===== src/rtl/forthsuper_pkg.sv =====
// Types shared between the Forth core stack and the ALU decoder.
package forthsuper_pkg;

    typedef enum logic [2:0] {
        NOP  = 3'd0,
        PUSH = 3'd1,
        POP  = 3'd2,
        REPL = 3'd3,
        SWAP = 3'd4,
        PICK = 3'd5
    } stack_op_e;

    typedef enum logic [0:0] {
        StIdle  = 1'b0,
        StFetch = 1'b1
    } pick_state_e;

endpackage


===== src/rtl/stack_ram.sv =====
// Behavioural model of the 1R1W EBR that holds stack cells below NOS.
// Sync write, sync read, write-first bypass; en freezes both ports.
module stack_ram #(
    parameter int unsigned WORDS = 62,
    parameter int unsigned DSZ   = 32,
    parameter int unsigned ASZ   = 6
) (
    input  logic           clk,
    input  logic           en,
    input  logic           we,
    input  logic [ASZ-1:0] waddr,
    input  logic [DSZ-1:0] wdata,
    input  logic [ASZ-1:0] raddr,
    output logic [DSZ-1:0] rdata
);

    logic [DSZ-1:0] mem [WORDS];

    always_ff @(posedge clk) begin
        if (en) begin
            if (we) begin
                mem[waddr] <= wdata;
            end
            if (we && (waddr == raddr)) begin
                rdata <= wdata;
            end else if (32'(raddr) < WORDS) begin
                // raddr points past the array only when the stack is too shallow to care
                rdata <= mem[raddr];
            end
        end
    end

endmodule


===== src/rtl/tos_stack.sv =====
// FILO data/return stack: TOS/NOS in registers, deeper cells in stack_ram.
// Supports PUSH/POP/REPL/SWAP/PICK with sticky error and busy for deep PICK.
module tos_stack
    import forthsuper_pkg::*;
#(
    parameter int unsigned DEPTH = 64,
    parameter int unsigned DSZ   = 32,
    parameter int unsigned SSZ   = $clog2(DEPTH)
) (
    input  logic           clk,
    input  logic           rst,
    input  logic           en,
    input  stack_op_e      op,
    input  logic [DSZ-1:0] vi,
    input  logic [SSZ-1:0] idx,
    output logic [DSZ-1:0] t,
    output logic [DSZ-1:0] s,
    output logic [SSZ:0]   depth,
    output logic           empty,
    output logic           full,
    output logic           err,
    output logic           busy
);

    typedef logic [SSZ-1:0] ptr_t;
    typedef logic [SSZ:0]   cnt_t;

    logic [DSZ-1:0] t_q, t_d, s_q, s_d;
    ptr_t           rp_q, rp_d;
    cnt_t           depth_q, depth_d;
    logic           err_q, err_d;
    pick_state_e    state_q, state_d;

    logic           we;
    logic           do_push;
    logic           pick_far;
    logic [DSZ-1:0] push_val;
    ptr_t           raddr;
    logic [DSZ-1:0] third;
    logic           is_empty, is_full;

    assign is_empty = (depth_q == '0);
    assign is_full  = (depth_q == cnt_t'(DEPTH));

    always_comb begin
        t_d      = t_q;
        s_d      = s_q;
        rp_d     = rp_q;
        depth_d  = depth_q;
        err_d    = err_q;
        state_d  = state_q;
        we       = 1'b0;
        do_push  = 1'b0;
        pick_far = 1'b0;
        push_val = '0;

        if (rst) begin
            t_d     = '0;
            s_d     = '0;
            rp_d    = '0;
            depth_d = '0;
            err_d   = 1'b0;
            state_d = StIdle;
        end else if (en) begin
            if (state_q == StFetch) begin
                do_push  = 1'b1;
                push_val = third;
                state_d  = StIdle;
            end else begin
                unique case (op)
                    PUSH: begin
                        if (is_full) begin
                            err_d = 1'b1;
                        end else begin
                            do_push  = 1'b1;
                            push_val = vi;
                        end
                    end
                    POP: begin
                        if (is_empty) begin
                            err_d = 1'b1;
                        end else begin
                            t_d     = s_q;
                            depth_d = depth_q - cnt_t'(1);
                            if (depth_q > cnt_t'(2)) begin
                                s_d  = third;
                                rp_d = rp_q - ptr_t'(1);
                            end else begin
                                s_d = '0;
                            end
                        end
                    end
                    REPL: begin
                        if (is_empty) err_d = 1'b1;
                        else          t_d   = vi;
                    end
                    SWAP: begin
                        if (depth_q < cnt_t'(2)) begin
                            err_d = 1'b1;
                        end else begin
                            t_d = s_q;
                            s_d = t_q;
                        end
                    end
                    PICK: begin
                        if (is_full || (cnt_t'(idx) >= depth_q)) begin
                            err_d = 1'b1;
                        end else if (idx == ptr_t'(0)) begin
                            do_push  = 1'b1;
                            push_val = t_q;
                        end else if (idx == ptr_t'(1)) begin
                            do_push  = 1'b1;
                            push_val = s_q;
                        end else begin
                            pick_far = 1'b1;
                            state_d  = StFetch;
                        end
                    end
                    default: ;
                endcase
            end

            if (do_push) begin
                s_d     = t_q;
                t_d     = push_val;
                depth_d = depth_q + cnt_t'(1);
                if (depth_q >= cnt_t'(2)) begin
                    we   = 1'b1;
                    rp_d = rp_q + ptr_t'(1);
                end
            end
        end
    end

    // Read port normally tracks the next third cell; a deep PICK borrows it for one cycle.
    assign raddr = pick_far ? (rp_q + ptr_t'(1) - idx) : (rp_d - ptr_t'(1));

    always_ff @(posedge clk) begin
        t_q     <= t_d;
        s_q     <= s_d;
        rp_q    <= rp_d;
        depth_q <= depth_d;
        err_q   <= err_d;
        state_q <= state_d;
    end

    stack_ram #(
        .WORDS(DEPTH - 2),
        .DSZ  (DSZ),
        .ASZ  (SSZ)
    ) u_ram (
        .clk  (clk),
        .en   (en),
        .we   (we),
        .waddr(rp_q),
        .wdata(s_q),
        .raddr(raddr),
        .rdata(third)
    );

    assign t     = t_q;
    assign s     = s_q;
    assign depth = depth_q;
    assign empty = is_empty;
    assign full  = is_full;
    assign err   = err_q;
    assign busy  = (state_q == StFetch);

endmodule


===== config.mk =====
export PLATFORM = sky130hd
export DESIGN_NAME = tos_stack
export DESIGN_NICKNAME = d
export VERILOG_FILES = /design/src/rtl/forthsuper_pkg.sv /design/src/rtl/stack_ram.sv /design/src/rtl/tos_stack.sv
export SDC_FILE = /design/constraint.sdc
export NUM_CORES = 2
export LEC_CHECK = 0
export CELL_PAD_IN_SITES_DETAIL_PLACEMENT = 1
export CELL_PAD_IN_SITES_GLOBAL_PLACEMENT = 2
export CORE_ASPECT_RATIO = 1.1
export CORE_UTILIZATION = 43
export CTS_BUF_LIST = sky130_fd_sc_hd__clkbuf_8
export CTS_CLUSTER_SIZE = 10
export DETAILED_ROUTE_END_ITERATION = 16
export GPL_TIMING_DRIVEN = 1
export PLACE_DENSITY_LB_ADDON = 0.1
export SLEW_MARGIN = 25
export SYNTH_ARGS = -nofsm -noshare
export SYNTH_HDL_FRONTEND = slang
export SYNTH_SLANG_ARGS = --single-unit

===== constraint.sdc =====
create_clock -name clk -period 6.9 [get_ports clk]
set_input_delay 1.38 -clock clk [delete_from_list [all_inputs] [get_ports clk]]
set_output_delay 1.38 -clock clk [all_outputs]
set_load 0.05 [all_outputs]

==> summary.txt <==
GRT
  – Number of global-route vias before repair: 59,183
  – Total GRT Usage: 30.87%
  – Initial antenna violation count: 21
  – Largest net degree at the start of global routing: 68
  – First-pass GRT wire length: 438,600 um
  – Grt total ovfl: 0

Power and ir drop
  – P_sw: 10.68 mW
  – Seq pwr share: 45.0%
  – Power density over the cells: about 320 nW/um^2
  – Peak VDD IR: between 0.15 and 0.2 mV
  – Internal power: about 22 mW
  – Pleak: 35.09 nW
  – Clock power frac: 31.5%
  – Net Sw Frac: 32.76%
  – Logic gate share of total power: 23.5%

Synthesis
  – Synth Instances: 6,154
  – Simple-gate portion of the synthesized area: 12.83%
  – Synth Flop Type: edfxtp_1
  – Area of the mapped netlist: 85,170 um^2
  – Synth Warn #: 0
  – Adder-cell share of the synthesized area: 0.3261%
  – Mux cell area share after synthesis: 4.924%
  – Compound-Gate Fraction of Synth Area: 6.437%
  – Post-synth net total: 6,219
  – Post-synthesis sequential area ratio: 72.93%
  – Post-synthesis cell type count: 83
  – Synth Register Bits: 2,095
  – EDFF count, synth: 2,016
  – Largest family of logic cells by synthesized area: simple AND/OR/NAND/NOR gates
  – Post-Synth XOR/XNOR Area: less than 1%
  – Asr flop ratio synth: 0%
  – Synth Area per Inst: 13.84 um^2

Timing
  – Fin Setup TNS: 0 ns
  – Crit path time final: about 6.3 ns
  – Skew final: 0.07554 ns
  – Max-slew violations: 0
  – Final Cycle Share: 91.23%
  – Final worst slack: 0.6054 ns
  – Final setup violation count: 0
  – Max_slew headroom: 27.26%
  – Max Clock Freq: 158.9 MHz
  – Final Hold Viols: 0
  – Worst slew pin tran: approximately 1.1 ns
  – RSZ-0062 raised after global routing: false

Placement
  – PortBufs: 118
  – Final HPWL DP: ~190,000 um
  – GP Congestion: 0.8714
  – Post-Place Setup Slack: -0.3429 ns

CTS
  – CTS buffer count: 369
  – Hold_buf cts: 0
  – H-tree lvl count: 5
  – Sink Count: 2,095
  – Root buf cell: clkbuf_8
  – Worst skew pair latency: 1.12 ns
  – Worst-path clk slew: 0.06 ns
  – TritonCTS clock tree: built
  – # resized after CTS: 0
  – Postcts setup bufs: 0
  – Clock buffer depth: 4

Finish
  – Nets@finish: 6,793
  – Commonest non-fill, non-tap cells in the layout: edfxtp_1 (2,016), nand2_1 (1,352), nand3_1 (825)
  – Multi-input logic area: 21,770 um^2
  – Area Overhead vs Synth: 17.82%
  – Layout fillers: 19,251
  – Layout cells sized above 1: 17.32%
  – Reg area: 62,160 um^2
  – Most common cell after layout, fill and taps aside: edfxtp_1

Setup path
  – Worst Path Buf+Inv: 4
  – Crit path launch type: input pin
  – Crit-path leading delay family: compound AO/OA/AOI/OAI gates
  – Kind of critical path: input pin to flop
  – CP Data Arrival Time: 7.09 ns
  – Crit. End Element: flop
  – Worst-path cell chain: clkdlybuf4s50_1 > ha_1 > a21o_1 > a2111oi_2 > buf_4 > o22a_1 > a21oi_1 > mux2_2 > or2_2 > ha_1 > o31ai_4 > nand2_8 > buf_4 > a2111oi_0 > a311oi_1 > a211oi_1 > a31oi_1 > a32oi_1 > buf_4 > a41oi_1
  – Critical Path Most Common Cell: buf_4
  – Critical-path top delay cell: a2111oi_0
  – CP required: 7.69 ns
  – Worst Path Max Fanout: 26
  – Crit path largest cell delay: 0.70 ns

Floorplan
  – Die Span Y: 468.8 um
  – Die footprint: about 200,000 um^2
  – Boundary Pins: between 100 and 150
  – Core ar.: 195,900 um^2
  – Initial Utilization: 43.48%
  – Die Wd: 426.3 um
  – FP Rows: 170

Status
  – Status: finished, final reports clean

Route
  – Via count: a little under 60,000
  – Antenna violation net count after detailed routing: 0
  – Initial DRC count: 6,347
  – Wire per inst: 32.39 um
  – DR DRC count: 0
  – Detailed Route WL: 310,500 um
  – Drt pass-1 iters: 8
  – Vias per inst: 6.072

Run
  – Max cap viols: 0

Min path
  – HP Class: flop to flop
## worst reg2reg max path: cells and delay by family (launching register included)
| family | cells | cell delay (ns) |
|---|---|---|
| AOI/OAI and AO/OA | 11 | 2.96 |
| adders and majority gates | 2 | 0.62 |
| buffers and inverters | 4 | 0.87 |
| DFF | 1 | 0.47 |
| muxes | 1 | 0.30 |
| and+or+nand+nor | 2 | 0.64 |
## cell families (layout without fill, tap and decap cells)
| family | Yosys count | count (layout) |
|---|---|---|
| AOI/OAI and AO/OA | 687 | 687 |
| DFF | 2095 | 2095 |
| xor gates and xnor gates | 20 | 20 |
| adders and majority gates | 21 | 21 |
| buffers and inverters | 470 | 1314 |
| other | 0 | 9 |
| muxes | 332 | 332 |
| and+or+nand+nor | 2529 | 2529 |
## synth_stat cells, drive strengths merged (31+ instances only)
cell	instances	area share (%)
mux2i	230	2.7
o311ai	31	0.32
o221ai	41	0.42
dfxtp	79	1.9
edfxtp	2016	71
a221oi	62	0.64
and3	59	0.43
a211oi	65	0.57
nand3	826	4.9
buf	208	1.2
nand2	1356	6.0
a31oi	72	0.53
a311oi	111	1.2
mux2	36	0.48
clkbuf	236	1.0
a21oi	87	0.51
mux4	66	1.7
a222oi	32	0.38
nor2	212	0.94
a22o	34	0.35
## sequential cells by signal, indices dropped and copies added, names as in the netlist
signal,flops
s,32
rp_q,6
u_ram.mem,1984
t,32
depth,7
u_ram.rdata,32
err,1
busy,1
## routing by layer
metal	wire length [um]	GRT usage [%]	part of all wire (%)	vias to the layer above
li1	-	-	-	24635
met1	131200	42.16	42	30911
met2	147400	50.01	47	2189
met3	21920	5.361	7.1	470
met4	9883	10.27	3.2	10
met5	63	0	0.020	-
## final timing paths
path	start	end	slack (ns)	depth (start not counted)
max	idx[4]	u_ram.rdata[10]$_DFFE_PP_	0.61	20
min	t[12]$_SDFFE_PP0P_	s[12]$_SDFFE_PP0P_	0.50	2
max reg2reg	depth[4]$_SDFFE_PP0P_	u_ram.rdata[10]$_DFFE_PP_	0.74	20
min reg2reg	t[12]$_SDFFE_PP0P_	s[12]$_SDFFE_PP0P_	0.50	2
## metrics by stage
stage / area, um^2 / power (mW) / hold slack, ns / utilization (%) / instances
floorplan: 85180 / 18.27 / 0.5581 / - / 6154
global placement: 93970 / 22.41 / 0.4754 / 47.97 / 8936
detailed placement: 93970 / 22.50 / 0.4852 / 47.97 / 8936
CTS: 100300 / 32.71 / 0.4793 / 51.19 / 9577
global route: 100300 / 33.59 / 0.5153 / 51.21 / 9579
finish: 100300 / 32.61 / 0.4953 / 51.22 / 9587
## power by group through the flow
stage          clock (mW)  sequential (mW)  combinational (mW)
3_5_place_dp            0             14.9                7.58
5_1_grt              10.9             14.6                8.00
4_1_cts              10.4             14.7                7.61
2_1_floorplan           0             14.9                3.33
3_3_place_gp            0             14.9                7.49
6_report             10.3             14.7                7.67
## layout make-up
| class | count | share of cell area [%] |
|---|---|---|
| Sequential cell | 2095 | 61.95 |
| Multi-Input combinational cell | 3589 | 21.69 |
| Timing Repair Buffer | 647 | 6.736 |
| Clock buffer | 375 | 5.143 |
| Tap cell | 2580 | 3.217 |
| Clock inverter | 266 | 1.147 |
| Inverter | 26 | 0.09726 |
| Antenna cell | 9 | 0.02244 |
Power figures use the tool's default switching activity.
